$ cat src/rtl/pad_pwm_pkg.sv
// Shared types for the pad PWM driver: FSM state encoding and the configuration
// record that moves from the handshake into the shadow and active registers.
package pad_pwm_pkg;

  localparam int PWM_CNT_W  = 16;
  localparam int PWM_ATTR_W = 16;

  typedef enum logic [0:0] {
    ST_IDLE = 1'b0,
    ST_RUN  = 1'b1
  } pwm_state_e;

  typedef struct packed {
    logic                  en;
    logic                  pol;
    logic [PWM_CNT_W-1:0]  period;
    logic [PWM_CNT_W-1:0]  duty;
    logic [PWM_ATTR_W-1:0] attr;
  } pwm_cfg_t;

  // A configuration keeps the output running only if it is enabled and its
  // period is non-zero; anything else parks the pad in its idle level.
  function automatic logic cfg_runs(input pwm_cfg_t cfg);
    return cfg.en && (cfg.period != '0);
  endfunction

endpackage

$ cat src/rtl/pad_pwm_counter.sv
// Period counter with wrap detection and duty compare. The counter sits at zero
// whenever the driver is not running, so entering RUN always starts a fresh period.
module pad_pwm_counter
  import pad_pwm_pkg::*;
#(
  parameter int CNT_W = PWM_CNT_W
) (
  input  logic             clk_i,
  input  logic             rst_i,
  input  logic             run_i,
  input  logic [CNT_W-1:0] period_i,
  input  logic [CNT_W-1:0] duty_i,
  output logic             wrap_o,
  output logic             raw_o
);

  logic [CNT_W-1:0] cnt_q;
  logic [CNT_W-1:0] cnt_d;
  logic             at_last;

  // period_i is never zero while running, so period-1 cannot underflow there.
  assign at_last = (cnt_q == (period_i - CNT_W'(1)));
  assign wrap_o  = run_i && at_last;

  // Unsigned compare: duty 0 never matches, duty >= period always matches.
  assign raw_o = (cnt_q < duty_i);

  always_comb begin
    cnt_d = '0;
    if (run_i && !at_last) begin
      cnt_d = cnt_q + CNT_W'(1);
    end
  end

  always_ff @(posedge clk_i) begin
    if (rst_i) begin
      cnt_q <= '0;
    end else begin
      cnt_q <= cnt_d;
    end
  end

endmodule

$ cat src/rtl/pad_pwm_driver.sv
// PWM pad driver: one-deep shadow configuration, applied immediately from IDLE
// or only at a period wrap while running, with a registered pad output stage.
module pad_pwm_driver
  import pad_pwm_pkg::*;
#(
  parameter int CNT_W   = PWM_CNT_W,
  parameter int PADATTR = PWM_ATTR_W
) (
  input  logic               clk_i,
  input  logic               rst_i,
  input  logic               cfg_valid_i,
  output logic               cfg_ready_o,
  input  logic               cfg_en_i,
  input  logic               cfg_pol_i,
  input  logic [CNT_W-1:0]   cfg_period_i,
  input  logic [CNT_W-1:0]   cfg_duty_i,
  input  logic [PADATTR-1:0] cfg_attr_i,
  output logic               pad_out_o,
  output logic               pad_oe_o,
  output logic [PADATTR-1:0] pad_attributes_o,
  output logic               period_done_o
);

  pwm_state_e state_q;
  pwm_state_e state_d;
  pwm_cfg_t   shadow_q;
  pwm_cfg_t   shadow_d;
  logic       pending_q;
  logic       pending_d;
  pwm_cfg_t   active_q;
  pwm_cfg_t   active_d;
  logic       pad_out_q;
  logic       pad_out_d;
  logic       pad_oe_q;
  logic       pad_oe_d;

  pwm_cfg_t   cfg_in;
  logic       running;
  logic       accept;
  logic       apply;
  logic       wrap;
  logic       raw;

  always_comb begin
    cfg_in        = '0;
    cfg_in.en     = cfg_en_i;
    cfg_in.pol    = cfg_pol_i;
    cfg_in.period = PWM_CNT_W'(cfg_period_i);
    cfg_in.duty   = PWM_CNT_W'(cfg_duty_i);
    cfg_in.attr   = PWM_ATTR_W'(cfg_attr_i);
  end

  assign running     = (state_q == ST_RUN);
  assign cfg_ready_o = !pending_q;
  assign accept      = cfg_valid_i && !pending_q;
  // A config accepted on a wrap cycle is only pending from the next cycle on,
  // so it waits for the following wrap rather than cutting the new period.
  assign apply       = pending_q && (!running || wrap);

  pad_pwm_counter #(
    .CNT_W (CNT_W)
  ) u_counter (
    .clk_i    (clk_i),
    .rst_i    (rst_i),
    .run_i    (running),
    .period_i (CNT_W'(active_q.period)),
    .duty_i   (CNT_W'(active_q.duty)),
    .wrap_o   (wrap),
    .raw_o    (raw)
  );

  always_comb begin
    state_d   = state_q;
    shadow_d  = shadow_q;
    pending_d = pending_q;
    active_d  = active_q;

    if (accept) begin
      shadow_d  = cfg_in;
      pending_d = 1'b1;
    end

    if (apply) begin
      active_d  = shadow_q;
      pending_d = 1'b0;
      state_d   = cfg_runs(shadow_q) ? ST_RUN : ST_IDLE;
    end
  end

  // Pin stage lags the counter by one cycle; idle level is the active polarity.
  always_comb begin
    pad_out_d = active_q.pol;
    pad_oe_d  = 1'b0;
    if (running) begin
      pad_out_d = raw ^ active_q.pol;
      pad_oe_d  = 1'b1;
    end
  end

  always_ff @(posedge clk_i) begin
    if (rst_i) begin
      state_q   <= ST_IDLE;
      shadow_q  <= '0;
      pending_q <= 1'b0;
      active_q  <= '0;
      pad_out_q <= 1'b0;
      pad_oe_q  <= 1'b0;
    end else begin
      state_q   <= state_d;
      shadow_q  <= shadow_d;
      pending_q <= pending_d;
      active_q  <= active_d;
      pad_out_q <= pad_out_d;
      pad_oe_q  <= pad_oe_d;
    end
  end

  assign pad_out_o        = pad_out_q;
  assign pad_oe_o         = pad_oe_q;
  assign pad_attributes_o = PADATTR'(active_q.attr);
  assign period_done_o    = wrap;

endmodule

$ cat config.mk
export PLATFORM = sky130hd
export DESIGN_NAME = pad_pwm_driver
export DESIGN_NICKNAME = d
export VERILOG_FILES = /design/src/rtl/pad_pwm_pkg.sv /design/src/rtl/pad_pwm_counter.sv /design/src/rtl/pad_pwm_driver.sv
export SDC_FILE = /design/constraint.sdc
export NUM_CORES = 1
export LEC_CHECK = 0
export ABC_AREA = 1
export CORE_MARGIN = 10
export CORE_UTILIZATION = 30
export CTS_CLUSTER_DIAMETER = 30
export DETAILED_ROUTE_END_ITERATION = 6
export HOLD_SLACK_MARGIN = 0.05
export SYNTH_ARGS = -nofsm -noshare
export SYNTH_HDL_FRONTEND = slang
export SYNTH_HIERARCHICAL = 1
export SYNTH_SLANG_ARGS = --single-unit
$ cat constraint.sdc
create_clock -name clk_i -period 4.9 [get_ports clk_i]
set_input_delay 0.98 -clock clk_i [delete_from_list [all_inputs] [get_ports clk_i]]
set_output_delay 0.98 -clock clk_i [all_outputs]
set_load 0.05 [all_outputs]
==> results.md <==
* Run status: finished clean
* Clock slew seen by the registers of the worst setup and hold paths at about 0.050 ns
* Async S/R FF share, synth at 0
* Summed instance area of the synthesized netlist at around 0.0054 mm2
* Rows at a little under 50
* Clock Path Buffers at 2
* Clk Latency, worst-skew pair at 0.40 ns
* Max-Cap Viols at 0
* Net switching component of the power at between 0.6 and 0.7 mW
* Endpoints failing setup at 0
* Post-Synthesis Cells at between 700 and 800
* Leakage power figure at ~2.7 nW
* Vias in the first global route at between 4000 and 5000
* Proportion of total power due to net switching at 0.2395
* Most instantiated cells after synthesis: sky130_fd_sc_hd__nand2_1, sky130_fd_sc_hd__dfxtp_1, sky130_fd_sc_hd__inv_1
* Cell with the most instances after synthesis: sky130_fd_sc_hd__nand2_1
* Average vias per placed instance at between 4 and 5
* Category of the worst setup path capture point: output port
* Type of origin of the critical path: flop
* Critical path peak fanout at 5
* Synthesized area divided by synthesized cell count at 7.638 um2
* Pint at ~2.1 mW
* Final worst clock skew at roughly 0.0077 ns
* Share of the synthesized area in the top cell type at 0.4393
* Die outline width at ~150 um
* # hold bufs at CTS at 0
* Initial antenna violation count at 0
* Mean routed wirelength per cell at between 10 and 15 um
* Part of the power in the clock network at 0.489
* Number of flip-flops and latches in the synthesized netlist at ~120
* Critical register-to-register path startpoint: active_q[32]$_SDFFE_PP0P_
* Final Hold Viols at 0
* Category of the critical setup timing path: flop to output port
* Cell area after placement at roughly 0.0062 mm2
* EDFF count, synth at 0
* Cell at the root of the clock tree: sky130_fd_sc_hd__clkbuf_16
* GRT Residual Overflow at 0
* CP max stage delay at 0.88 ns
* Synthesized Nets at slightly below 800
* Global-route wire length before repair at ~20 mm
* Max Clock Freq at about 240 MHz
* Final critical delay including setup and external delays at a little over 4 ns
* Total Die Area at 0.02385 mm2
* Proportion of layout cells with a drive suffix above 1 at 0.08843
* First DRT Iteration DRCs at 160
* Comb power frac at 0.121
* Post-DRT Antenna Nets at 0
* Post-route standard cell area excluding fillers at just under 0.007 mm2
* Series of cell instances along the critical path: inv_2 -> ha_1 -> nand2_1 -> nor2_1 -> nand3_1 -> nand3_1 -> nand3_1 -> nor2_2 -> nand3_2 -> nor3b_1 -> clkdlybuf4s50_1
* Crit path max-delay cell type: sky130_fd_sc_hd__clkdlybuf4s50_1
* Total of warnings raised by yosys at 6
* Arrival time worst endpoint at about 3.2 ns
* RSZ-0062 raised after global routing: false
* Global Route Usage Sum at 0.1032
* Core box area at approximately 0.018 mm2
* Total power draw at ~2.7 mW
* R2R Setup Slk at about 1.9 ns
* Sequential element share of the synthesized area at 0.4393
* Data required time of the worst path at slightly below 4 ns
* Post-CTS setup buffer count at 0
* DRC violations left at 0
* Met1 wire length at 5.699 mm
* Overall via count from detail_route at between 4000 and 5000
* Accumulated negative setup slack at 0 ns
* Port Buf Inserts at ~70
* Pin count of the biggest net entering global routing at 102
* HP Class: flop to flop
* Tcrit/Tclk final at 0.8424
* Final count of pins violating max slew at 0
* Clock net sink count at 119
* Number of antenna cells inserted at 0
* Areal power density over the cells at slightly below 400 mW/mm2
* Setup Slack @ Placement at about 1.2 ns
* Sequential fraction of design power at 0.390
* Worst reg2reg path endpoint: running$_SDFFE_PP0P_
* Minimum setup slack in the final design at between 0.7 and 0.8 ns
* Number of buffers added by the clock tree synthesis step at 17
* Most used flip-flop cell after synthesis: sky130_fd_sc_hd__dfxtp_1
* Area added between synthesis and finish at 25.22%
* Final routed wirelength across all metal layers at 12.23 mm
* Length of the first detailed-routing pass in iterations at 4
* Met3 WL post-DR at roughly 540 um
* Top layer used by detailed routing: met4
* CTS H-Tree Depth at 4
* Worst reg-to-reg path cell count at 17
* Top cell type by total area after synthesis: sky130_fd_sc_hd__dfxtp_1
* Capture point of the critical path: period_done_o
* Effective utilization at floorplan at 0.3029
* Top-Level Pins at 73
* CP Launch Point: active_q[32]$_SDFFE_PP0P_
* HPWL reported at the end of detailed placement at between 8 and 9 mm
* Die Y-Extent at approximately 150 um
* Routed length on met2 at ~5.8 mm
* Most Frequent Cell on Critical Path: sky130_fd_sc_hd__nand3_1
* Slew headroom at 0.3738
* Post_cts resized at 0
* Transition at the pin with the smallest max-transition slack at ~0.94 ns
* Net count, final at between 800 and 900
* Synth area leaders: sky130_fd_sc_hd__dfxtp_1, sky130_fd_sc_hd__nand2_1, sky130_fd_sc_hd__o21ai_0, sky130_fd_sc_hd__inv_1, sky130_fd_sc_hd__a21oi_1
* Peak VDD IR at roughly 180 uV
* Clock tree from TritonCTS: done
* Routability congestion estimate from global placement at around 0.87
* Number of unique standard cell types used by synthesis at 36
==> cells in the final DEF (no fill, tap or decap), types with 2 or more instances in the layout <==
| master | n |
|---|---|
| sky130_fd_sc_hd__clkinvlp_4 | 2 |
| sky130_fd_sc_hd__clkinv_2 | 2 |
| sky130_fd_sc_hd__clkbuf_16 | 17 |
| sky130_fd_sc_hd__xor2_1 | 11 |
| sky130_fd_sc_hd__nor2_4 | 4 |
| sky130_fd_sc_hd__nand2_2 | 5 |
| sky130_fd_sc_hd__inv_2 | 8 |
| sky130_fd_sc_hd__clkbuf_8 | 4 |
| sky130_fd_sc_hd__nor3_1 | 8 |
| sky130_fd_sc_hd__o21ai_0 | 82 |
| sky130_fd_sc_hd__o21ai_1 | 22 |
| sky130_fd_sc_hd__a21oi_1 | 59 |
| sky130_fd_sc_hd__inv_1 | 98 |
| sky130_fd_sc_hd__nor2_1 | 34 |
| sky130_fd_sc_hd__xnor2_1 | 12 |
| sky130_fd_sc_hd__nand3b_1 | 2 |
| sky130_fd_sc_hd__clkdlybuf4s50_1 | 72 |
| sky130_fd_sc_hd__buf_4 | 2 |
| sky130_fd_sc_hd__ha_1 | 17 |
| sky130_fd_sc_hd__nand3_2 | 3 |
| sky130_fd_sc_hd__bufinv_16 | 4 |
| sky130_fd_sc_hd__nand3_1 | 21 |
| sky130_fd_sc_hd__dfxtp_1 | 119 |
| sky130_fd_sc_hd__nor2_2 | 5 |
| sky130_fd_sc_hd__nand4_1 | 3 |
| sky130_fd_sc_hd__nand2_1 | 128 |
| sky130_fd_sc_hd__nor3_2 | 11 |
| sky130_fd_sc_hd__nor4_1 | 3 |
==> critical path, delay by kind of cell (launching register included) <==
| family | cells | cell delay [ns] |
|---|---|---|
| buf+inv | 2 | 0.98 |
| flops | 1 | 0.32 |
| fa+ha+maj | 1 | 0.24 |
| simple gates | 8 | 1.21 |
==> sequential cells by signal (all words and copies together), names as in the netlist <==
signal,count
pending_q,1
pad_oe_o,1
pad_attributes_o,16
pad_out_o,1
active_q,33
u_counter/cnt_q,16
running,1
shadow_q,50
==> how the worst min path moves through the flow <==
stage                                   start                   endpoint  slack (ns)  cells past startpoint
floorplan           shadow_q[10]$_SDFFE_PP0P_  shadow_q[10]$_SDFFE_PP0P_        0.42                      2
global placement    shadow_q[14]$_SDFFE_PP0P_  shadow_q[14]$_SDFFE_PP0P_        0.43                      2
detailed placement  shadow_q[14]$_SDFFE_PP0P_  shadow_q[14]$_SDFFE_PP0P_        0.44                      2
CTS                 shadow_q[14]$_SDFFE_PP0P_  shadow_q[14]$_SDFFE_PP0P_        0.45                      2
global route        shadow_q[10]$_SDFFE_PP0P_  shadow_q[10]$_SDFFE_PP0P_        0.47                      2
finish              shadow_q[19]$_SDFFE_PP0P_  shadow_q[19]$_SDFFE_PP0P_        0.44                      2
==> layout make-up <==
| class | count | area, um2 |
|---|---|---|
| timing repair buffer | 74 | 735.7 |
| clock inverter | 8 | 145.1 |
| clock buffer | 22 | 484.2 |
| tap | 229 | 286.5 |
| multi-input combinational | 440 | 2359 |
| inverter | 106 | 397.9 |
| sequential | 119 | 2382 |
| fill | 1884 | 11110 |
==> per-layer routing <==
metal,vias up,global-route usage
met5,-,0
met4,0,0.04453
met3,8,0.02995
met2,70,0.1734
met1,1975,0.1192
li1,2350,-
==> power groups by stage <==
stage / logic [mW] / clock network, mW / registers, mW
final: 0.326 / 1.32 / 1.05
after global placement: 0.325 / 0 / 1.07
after detailed placement: 0.328 / 0 / 1.07
after CTS: 0.329 / 1.34 / 1.05
after floorplan: 0.240 / 0 / 1.07
after global routing: 0.370 / 1.38 / 1.06
==> cells by family (layout without fill, tap and decap cells) <==
family                   count (synthesis)  after routing  synth area share
XOR/XNOR                                23             23           0.03715
flip-flops                             119            119            0.4393
buffers and inverters                  151            210            0.1267
AND/OR/NAND/NOR                        231            231            0.1991
AO/OA/AOI/OAI                          169            169            0.1585
adder cells (fa/ha/maj)                 17             17           0.03922
==> per-stage QoR <==
stage	util	hold slack [ns]	instances
after floorplan	-	0.4245	710
after global placement	0.3441	0.4349	968
after detailed placement	0.3441	0.4389	968
after CTS	0.3793	0.4473	998
after global routing	0.3793	0.4661	998
final	0.3793	0.4438	998
No activity file was read; power rests on OpenSTA's default activity.
